**src/rtl/cordic_iter_core.sv**
```systemverilog
// cordic_iter_core: iterative CORDIC engine (rotation / vectoring) with
// quadrant pre-rotation, arctan ROM and valid/ready handshakes on both sides.
// Optional feature macro: CORDIC_GAIN_COMP_EN adds a COMP state that scales
// x/y by 1/K so the results come out unity-gain (one extra cycle of latency).
module cordic_iter_core #(
    parameter int WIDTH = 16,
    parameter int ITER  = 12,
    localparam int CW   = $clog2(ITER + 1)
) (
    input  logic                    clk,
    input  logic                    rst_n,
    input  logic                    in_valid,
    output logic                    in_ready,
    input  logic                    mode,
    input  logic [WIDTH-1:0]        x_in,
    input  logic [WIDTH-1:0]        y_in,
    input  logic [WIDTH-1:0]        z_in,
    output logic                    out_valid,
    input  logic                    out_ready,
    output logic [WIDTH+1:0]        x_out,
    output logic [WIDTH+1:0]        y_out,
    output logic [WIDTH-1:0]        z_out,
    output logic                    busy
);

    localparam int XW = WIDTH + 2;
    localparam logic [WIDTH-1:0] QUARTER = {2'b01, {(WIDTH-2){1'b0}}};

    // atan(2^-i) in 16-bit binary angle units, rescaled to WIDTH on lookup
    localparam logic [15:0] ATAN_ROM [16] = '{
        16'd8192, 16'd4836, 16'd2555, 16'd1297, 16'd651, 16'd326, 16'd163, 16'd81,
        16'd41,   16'd20,   16'd10,   16'd5,    16'd3,   16'd1,   16'd1,   16'd0
    };

    typedef enum logic [1:0] {
        IDLE = 2'd0,
        RUN  = 2'd1,
        COMP = 2'd2,
        DONE = 2'd3
    } state_t;

    state_t                 stateQ, stateD;
    logic signed [XW-1:0]   xQ, xD, yQ, yD;
    logic [WIDTH-1:0]       zQ, zD;
    logic [CW-1:0]          cntQ, cntD;
    logic                   modeQ, modeD;

    logic                   accept;
    logic                   lastIter;
    logic                   dirPos;
    logic signed [XW-1:0]   xExt, yExt;
    logic signed [XW-1:0]   xShift, yShift;
    logic [WIDTH-1:0]       atanI;

    function automatic logic [WIDTH-1:0] atanLookup(input logic [CW-1:0] idx);
        logic [15:0] entry;
        entry = ATAN_ROM[4'(idx)];
        return WIDTH'(entry >> (16 - WIDTH));
    endfunction

    assign accept   = in_valid & in_ready;
    assign lastIter = (cntQ == CW'(ITER - 1));
    assign xExt     = {{2{x_in[WIDTH-1]}}, x_in};
    assign yExt     = {{2{y_in[WIDTH-1]}}, y_in};
    assign xShift   = xQ >>> cntQ;
    assign yShift   = yQ >>> cntQ;
    assign atanI    = atanLookup(cntQ);
    // rotation steers z toward 0, vectoring steers y toward 0
    assign dirPos   = modeQ ? yQ[XW-1] : ~zQ[WIDTH-1];

`ifdef CORDIC_GAIN_COMP_EN
    localparam logic signed [WIDTH:0] GAIN_K =
        (WIDTH+1)'(int'(0.6072529 * real'(64'd1 << WIDTH)));
    logic signed [XW+WIDTH:0] xProd, yProd;
    assign xProd = xQ * GAIN_K;
    assign yProd = yQ * GAIN_K;
`endif

    // State register with immediate asynchronous reset
    always_ff @(posedge clk or negedge rst_n) begin
        if (!rst_n) begin
            stateQ <= IDLE;
        end else begin
            stateQ <= stateD;
        end
    end

    // Next-state decode: accept, count micro-rotations, optionally compensate, hand off
    always_comb begin
        stateD = stateQ;
        case (stateQ)
            IDLE: if (accept) stateD = RUN;
            RUN: begin
                if (lastIter) begin
`ifdef CORDIC_GAIN_COMP_EN
                    stateD = COMP;
`else
                    stateD = DONE;
`endif
                end
            end
`ifdef CORDIC_GAIN_COMP_EN
            COMP: stateD = DONE;
`endif
            DONE: if (out_ready) stateD = IDLE;
            default: stateD = IDLE;
        endcase
    end

    // Handshake and status outputs are pure decodes of the state register
    always_comb begin
        in_ready  = (stateQ == IDLE);
        busy      = (stateQ != IDLE);
        out_valid = (stateQ == DONE);
    end

    // Datapath next values: pre-rotation on accept, one micro-rotation per RUN cycle
    always_comb begin
        xD    = xQ;
        yD    = yQ;
        zD    = zQ;
        cntD  = cntQ;
        modeD = modeQ;
        case (stateQ)
            IDLE: begin
                if (accept) begin
                    modeD = mode;
                    cntD  = '0;
                    xD    = xExt;
                    yD    = yExt;
                    zD    = z_in;
                    if (!mode) begin
                        if (z_in[WIDTH-1 -: 2] == 2'b01) begin
                            xD = -yExt;
                            yD = xExt;
                            zD = z_in - QUARTER;
                        end else if (z_in[WIDTH-1 -: 2] == 2'b10) begin
                            xD = yExt;
                            yD = -xExt;
                            zD = z_in + QUARTER;
                        end
                    end else if (xExt[XW-1]) begin
                        if (!yExt[XW-1]) begin
                            xD = yExt;
                            yD = -xExt;
                            zD = z_in + QUARTER;
                        end else begin
                            xD = -yExt;
                            yD = xExt;
                            zD = z_in - QUARTER;
                        end
                    end
                end
            end
            RUN: begin
                cntD = cntQ + CW'(1);
                if (dirPos) begin
                    xD = xQ - yShift;
                    yD = yQ + xShift;
                    zD = zQ - atanI;
                end else begin
                    xD = xQ + yShift;
                    yD = yQ - xShift;
                    zD = zQ + atanI;
                end
            end
`ifdef CORDIC_GAIN_COMP_EN
            COMP: begin
                xD = XW'(xProd >>> WIDTH);
                yD = XW'(yProd >>> WIDTH);
            end
`endif
            default: ;
        endcase
    end

    // Datapath registers; reset discards any in-flight operation
    always_ff @(posedge clk or negedge rst_n) begin
        if (!rst_n) begin
            xQ    <= '0;
            yQ    <= '0;
            zQ    <= '0;
            cntQ  <= '0;
            modeQ <= 1'b0;
        end else begin
            xQ    <= xD;
            yQ    <= yD;
            zQ    <= zD;
            cntQ  <= cntD;
            modeQ <= modeD;
        end
    end

    assign x_out = xQ;
    assign y_out = yQ;
    assign z_out = zQ;

endmodule
```
**config.mk**
```make
export PLATFORM = sky130hd
export DESIGN_NAME = cordic_iter_core
export DESIGN_NICKNAME = d
export VERILOG_FILES = /design/src/rtl/cordic_iter_core.sv
export SDC_FILE = /design/constraint.sdc
export NUM_CORES = 1
export LEC_CHECK = 0
export CAP_MARGIN = 25
export CORE_AREA = 4 4 144 146
export CTS_CLUSTER_SIZE = 28
export DETAILED_ROUTE_END_ITERATION = 10
export DIE_AREA = 0 0 148 150
export GPL_TIMING_DRIVEN = 0
export PLACE_DENSITY = 0.76
export SYNTH_ARGS = -nofsm -noshare
export SYNTH_HDL_FRONTEND = slang
export SYNTH_SLANG_ARGS = --single-unit
export TNS_END_PERCENT = 1
```
**constraint.sdc**
```tcl
create_clock -name clk -period 7.4 [get_ports clk]
set_input_delay 1.85 -clock clk [delete_from_list [all_inputs] [get_ports clk]]
set_output_delay 1.85 -clock clk [all_outputs]
set_load 0.02 [all_outputs]
```
==> reports/summary.txt <==
Reg-to-reg slack, setup: 1.25 ns
Nets: 1565
Netlist cell types: 85
Sequential-to-total area share from yosys stat: 14.5%
Ys Warns: 0
Synthesis-stage register bit count: 59
Via density per instance: 6.86
Standard-cell rows: 51
Initial antenna violation count: 0
Die area: 22200 sq um
CTS tree: done
Cells after Synth: 1337
Status: finished, final reports clean
Mapped Nets: 1459
Initial DRT Pass Iterations: 5
Total GRT Usage: 39.8%
DR WL/cell: 26.1 microns
Largest net degree at the start of global routing: 60
DR vias: 11700
Headroom to the max-slew limit: 19.4%
RSZ-0062 raised after global routing: false
Crit path max-delay cell type: dfrtp_1
# DRC: 0
Final period utilization: 83.2%
Fin. Hold Viols: 0
Clk_skew: 0.0129 ns
Setup bufs post-CTS: 0
Die width: 148 microns
P&R area growth vs syn: 15.3%
Tmin final: 6.15 ns
PortBufs: 94
Critical path, cell by cell: buf_2 > buf_6 > buf_6 > clkbuf_1 > mux4_2 > a22o_1 > a21oi_1 > ha_1 > nand4_1 > nand2_1 > xnor2_1 > ha_1 > or3_1 > o22ai_1 > o21ai_0 > a41o_1 > o41ai_1 > xnor2_1 > a21o_1
Core region area: 19400 sq um
Fmax: 162 MHz
Vias in the first global route: 11200
WS Path Type: register to register
Hold WC Path Type: register to register
CP required: 7.63 ns
Final setup fails: 0
Number of synthesized flops with an enable pin: 0
Worst-path clk slew: 0.07 ns
Top_reg_cell synth: dfrtp_1
First-pass GRT wire length: 67500 microns
Syn_area_per_cell: 7.60 sq um
Startpoint types: register
Top Ports: 108
Final wirelength: 44800 microns
# resized after CTS: 0
GPL Wtd Cong: 1.06
Initial Utilization: 52.4%
Antenna Cells: 0
H-tree Lvls: 3
Fillers: 1887
Skew-Pair Late Insertion Delay: 0.35 ns
Post-DRT Antenna Nets: 0
Clock sink count: 59
CP max FO: 10
Fraction of layout cells with a size suffix above 1: 6.56%
Num CTS Buffers: 9
Crit. End Element: register
Clk root buf: clkbuf_16
Die height: 150 microns
Slew @ Worst Pin: 1.21 ns
WP data arrival: 6.39 ns
Max-slew violation count: 0
CTS Hold Buffers Added: 0
Setup TNS: 0 ns
FFs w/ async S/R, synth: 100%
DP HPWL: 35200 microns
Mapped Area: 10200 sq um
Max Root-Sink Buffers: 2
GR Overflow Total: 0
Max Cap Viol: 0
Max incr delay on CP: 0.56 ns
Initial DRC Count: 1192
==> worst max-delay path: cells and delay by family, from the launching register on <==
| family | cells | cell delay (ns) |
|---|---|---|
| simple gates | 3 | 0.72 |
| compound gates | 7 | 2.26 |
| mux | 1 | 0.40 |
| flops | 1 | 0.56 |
| buf+inv | 4 | 1.31 |
| xor+xnor | 2 | 0.22 |
| fa+ha+maj | 2 | 0.55 |
==> path summary, 6_finish.rpt <==
check / from / end / depth (start not counted)
min: z_out[6]$_DFFE_PN0P_ / z_out[6]$_DFFE_PN0P_ / 2
max reg2reg: cntQ[0]$_DFFE_PN0P_ / y_out[17]$_DFFE_PN0P_ / 19
min in group asynchronous: rst_n / z_out[12]$_DFFE_PN0P_ / 1
max: cntQ[0]$_DFFE_PN0P_ / y_out[17]$_DFFE_PN0P_ / 19
max in group asynchronous: rst_n / y_out[6]$_DFFE_PN0P_ / 1
min reg2reg: z_out[6]$_DFFE_PN0P_ / z_out[6]$_DFFE_PN0P_ / 2
==> synthesized netlist by cell type (31+ instances only) <==
| library cell | count | share of area [%] |
|---|---|---|
| mux4_2 | 35 | 7.8 |
| mux2i_1 | 32 | 3.2 |
| nand2_1 | 107 | 4.0 |
| a21oi_1 | 112 | 5.5 |
| ha_1 | 66 | 8.1 |
| inv_1 | 39 | 1.4 |
| clkbuf_1 | 73 | 2.7 |
| xor2_1 | 41 | 3.5 |
| xnor2_1 | 58 | 5.0 |
| nand3_1 | 32 | 1.6 |
| nor3_1 | 31 | 1.5 |
| dfrtp_1 | 59 | 15 |
| nor2_1 | 120 | 4.4 |
| o21ai_0 | 100 | 4.9 |
==> state kept, by name, summed over array words and instances, names as in the netlist <==
| signal | flops |
|---|---|
| x_out | 18 |
| z_out | 16 |
| modeQ | 1 |
| cntQ | 4 |
| y_out | 18 |
| stateQ | 2 |
==> layer usage <==
layer  share of wire (%)  track usage, %
met2                  44            63.0
met3                  11            8.81
met1                  38            50.6
met4                 6.4            21.8
met5                   0               0
==> cells by family (layout without fill, tap and decap cells) <==
family	Yosys count	count (layout)	share of synthesized area (%)
buf+inv	146	257	5.95
fa+ha+maj	69	69	8.72
simple gates	422	422	20.2
mux	86	86	13.3
compound gates	456	456	28.7
flops	59	59	14.5
xor+xnor	99	99	8.53
==> per-stage QoR <==
| step | utilization [%] | hold slack [ns] | area, sq um | cells | worst slack [ns] |
|---|---|---|---|---|---|
| after floorplan | - | 0.533 | 10200 | 1337 | 2.75 |
| after global placement | 59.0 | 0.546 | 11400 | 1696 | 1.40 |
| after detailed placement | 58.9 | 0.558 | 11400 | 1696 | 1.36 |
| after CTS | 60.4 | 0.572 | 11700 | 1712 | 1.32 |
| after global routing | 60.4 | 0.602 | 11700 | 1713 | 0.961 |
| final | 60.4 | 0.576 | 11700 | 1713 | 1.25 |
==> area by class of cell <==
cell class / instances / area, sq um / share of cell area, %
well taps: 265 / 332 / 2.83
plain buffers: 104 / 447 / 3.81
inverters: 42 / 158 / 1.35
flip-flops and latches: 59 / 1480 / 12.6
repair buffers: 95 / 943 / 8.05
clock buffers: 9 / 225 / 1.92
multi-input cells: 1132 / 8080 / 69.0
clock inverters: 7 / 51.3 / 0.438
==> placed cells by master (no fill, tap or decap), types with 35 or more instances in the layout <==
cell type,count
inv_1,39
clkdlybuf4s50_1,93
a21oi_1,112
clkbuf_1,73
xor2_1,41
ha_1,66
mux4_2,35
o21ai_0,100
nand2_1,107
xnor2_1,58
dfrtp_1,59
nor2_1,120
Power is left out: the tool's default activity adds up to more than one toggle a clock period on the data nets, which glitch-free logic cannot reach.
==> variant (same settings) <==
Set the parameter `ITER` to 6 (it was 12).
--- a/src/rtl/cordic_iter_core.sv
+++ b/src/rtl/cordic_iter_core.sv
@@ -5,5 +5,5 @@
 module cordic_iter_core #(
     parameter int WIDTH = 16,
-    parameter int ITER  = 12,
+    parameter int ITER  = 6,
     localparam int CW   = $clog2(ITER + 1)
 ) (
Check against the original RTL: no difference found for any inputs over 4 cycles, from zero or initial values and one cycle with rst_n low; that may be too few to reach the edited logic, so the function may still have changed.
==> variant against the unedited design <==
- count of clock-buffer cells in the layout increased by 2
- sequential cell count down 1
- setup slack got worse by 820 ps
- critical path depth rose by 4
- wire length down 12%
- design area decreased by 3.8%
- hold slack got worse by 42 ps
- sequential share of layout area rose by 0.28 points
- synthesized area down 4.6%
- first-iteration DRC count up 35%
Power is left out: the tool's default activity adds up to more than one toggle a clock period on the data nets, which glitch-free logic cannot reach.
==> variant: results (changes against the unedited design) <==
.. list-table::
   :header-rows: 1

   * - Metric
     - Value
   * - Post-route non-filler standard cell count
     - 1691 (-1.3%)
   * - Number of distinct library cells after synthesis
     - 82 (-3.5%)
   * - Max Clock Skew
     - 12.0 ps (-0.963 ps)
   * - Combined global-route utilization of all metal layers
     - 34.8% (-5.0 points)
   * - Adder and majority cell fraction of the synthesized area
     - 9.01% (+0.29 points)
   * - CP max stage delay
     - 530 ps (-30 ps)
   * - Pin count of the biggest net entering global routing
     - 35 (-42%)
   * - Net count, final
     - 1543 (-1.4%)
   * - Xor and xnor area share after synthesis
     - 9.12% (+0.59 points)
   * - Area after detailed placement
     - 0.0110 mm2 (-4.1%)
   * - Endpoint arrival time on the critical path
     - 7190 ps (+800 ps)
   * - Detailed placer's ending HPWL
     - 30500 um (-13%)
   * - DR iter-0 viols
     - 1604 (+35%)
   * - Routed length per instance
     - 23.4 um (-10%)
   * - Mapped Cells
     - 1317 (-1.5%)
   * - Portion of netlist area occupied by mux cells
     - 11.1% (-2.2 points)
   * - Number of vias in the routed layout
     - 11200 (-4.8%)
   * - Cell chosen for the clock root
     - sky130_fd_sc_hd__clkbuf_16
   * - Gates resized, CTS repair
     - 0 (unchanged)
   * - Number of buffer cells added on primary ports
     - 91 (-3.2%)
   * - Fillers
     - 1907 (+1.1%)
   * - Max cap viols
     - 0 (unchanged)
   * - Total nets after synthesis
     - 1438 (-1.4%)
   * - Crit Reg-Reg Startpoint
     - cntQ[2]
   * - Synth cell count leaders
     - sky130_fd_sc_hd__nand2_1 (126), sky130_fd_sc_hd__nor2_1 (112), sky130_fd_sc_hd__a21oi_1 (109), sky130_fd_sc_hd__o21ai_0 (85), sky130_fd_sc_hd__clkbuf_1 (82)
   * - Synth area leaders
     - sky130_fd_sc_hd__dfrtp_1 (15%), sky130_fd_sc_hd__ha_1 (8.4%), sky130_fd_sc_hd__mux2i_1 (6.0%)
   * - Yosys synthesis warning count
     - 0 (unchanged)
   * - Run status
     - completed
   * - Latest clock arrival within the worst-skew pair
     - between 300 and 400 ps
   * - Number of global-route vias before repair
     - 10300 (-8.4%)
   * - RR Endpoint
     - y_out[15]
   * - FF-to-FF setup slack
     - 430 ps (-820 ps)
   * - Share of synthesized flip-flops with an asynchronous set or reset
     - 100% (unchanged)
   * - Cell with the biggest individual delay on the critical path
     - sky130_fd_sc_hd__clkbuf_1
   * - Weighted congestion reported at the end of routability-driven placement
     - 1.04 (-1.4%)
   * - First-pass GRT wire length
     - 60300 um (-11%)
   * - Compound-cell area share of the yosys netlist
     - 29.4% (+0.65 points)
   * - Sequential share of the synthesized area
     - 15.0% (+0.44 points)
   * - Proportion of layout cells with a drive suffix above 1
     - 4.63% (-1.9 points)
   * - Worst Reg-to-Reg Cells
     - 23 (+4)
   * - Least-Margin Pin Slew
     - 1060 ps (-144 ps)
   * - First-pass detailed-route iteration total
     - 5 (unchanged)
variant: final cells by class:
class                      count  area [um2]  area share (%)
multi-input combinational   1122        7690            68.3
sequential                    58        1450            12.9
timing repair buffer          94         933            8.29
buffer                       103         428            3.80
tap                          265         332            2.94
clock buffer                  11         253            2.24
inverter                      34         128            1.13
clock inverter                 4        51.3           0.455
variant: how the worst max path moves through the flow:
stage               startpoint         to  slack (ps)  cells past startpoint
floorplan              cntQ[2]  y_out[15]        2590                     23
global placement       cntQ[2]  y_out[15]         810                     23
detailed placement     cntQ[2]  y_out[15]         800                     23
CTS                    cntQ[2]  y_out[15]         760                     23
global route           cntQ[2]  y_out[15]         240                     23
finish                 cntQ[2]  y_out[15]         430                     23
variant: critical path, delay by kind of cell, from the launching register on:
family                   cells  cell delay [ps]
buffers and inverters        7             2810
AO/OA/AOI/OAI                6             1500
AND/OR/NAND/NOR              6             1160
XOR/XNOR                     2              550
adder cells (fa/ha/maj)      2              420
flip-flops                   1              390
variant: through the flow:
step / setup WS [ps] / hold WS (ps)
final: 427 / 533
after global routing: 240 / 550
after CTS: 764 / 531
after detailed placement: 797 / 515
after global placement: 806 / 508
after floorplan: 2590 / 511
variant: cell families (layout without fill, tap and decap cells):
logic type | after synthesis | count (layout)
buf+inv | 137 | 246
xor+xnor | 101 | 101
mux | 90 | 90
simple gates | 418 | 418
fa+ha+maj | 68 | 68
compound gates | 445 | 445
flops | 58 | 58
variant: routing by layer:
metal	vias to the layer above	routed length (um)	GRT usage (%)
met1	5160	15700	47.6
li1	5087	-	-
met5	-	0	0
met3	145	4750	7.81
met4	0	2060	15.7
met2	795	17100	52.6
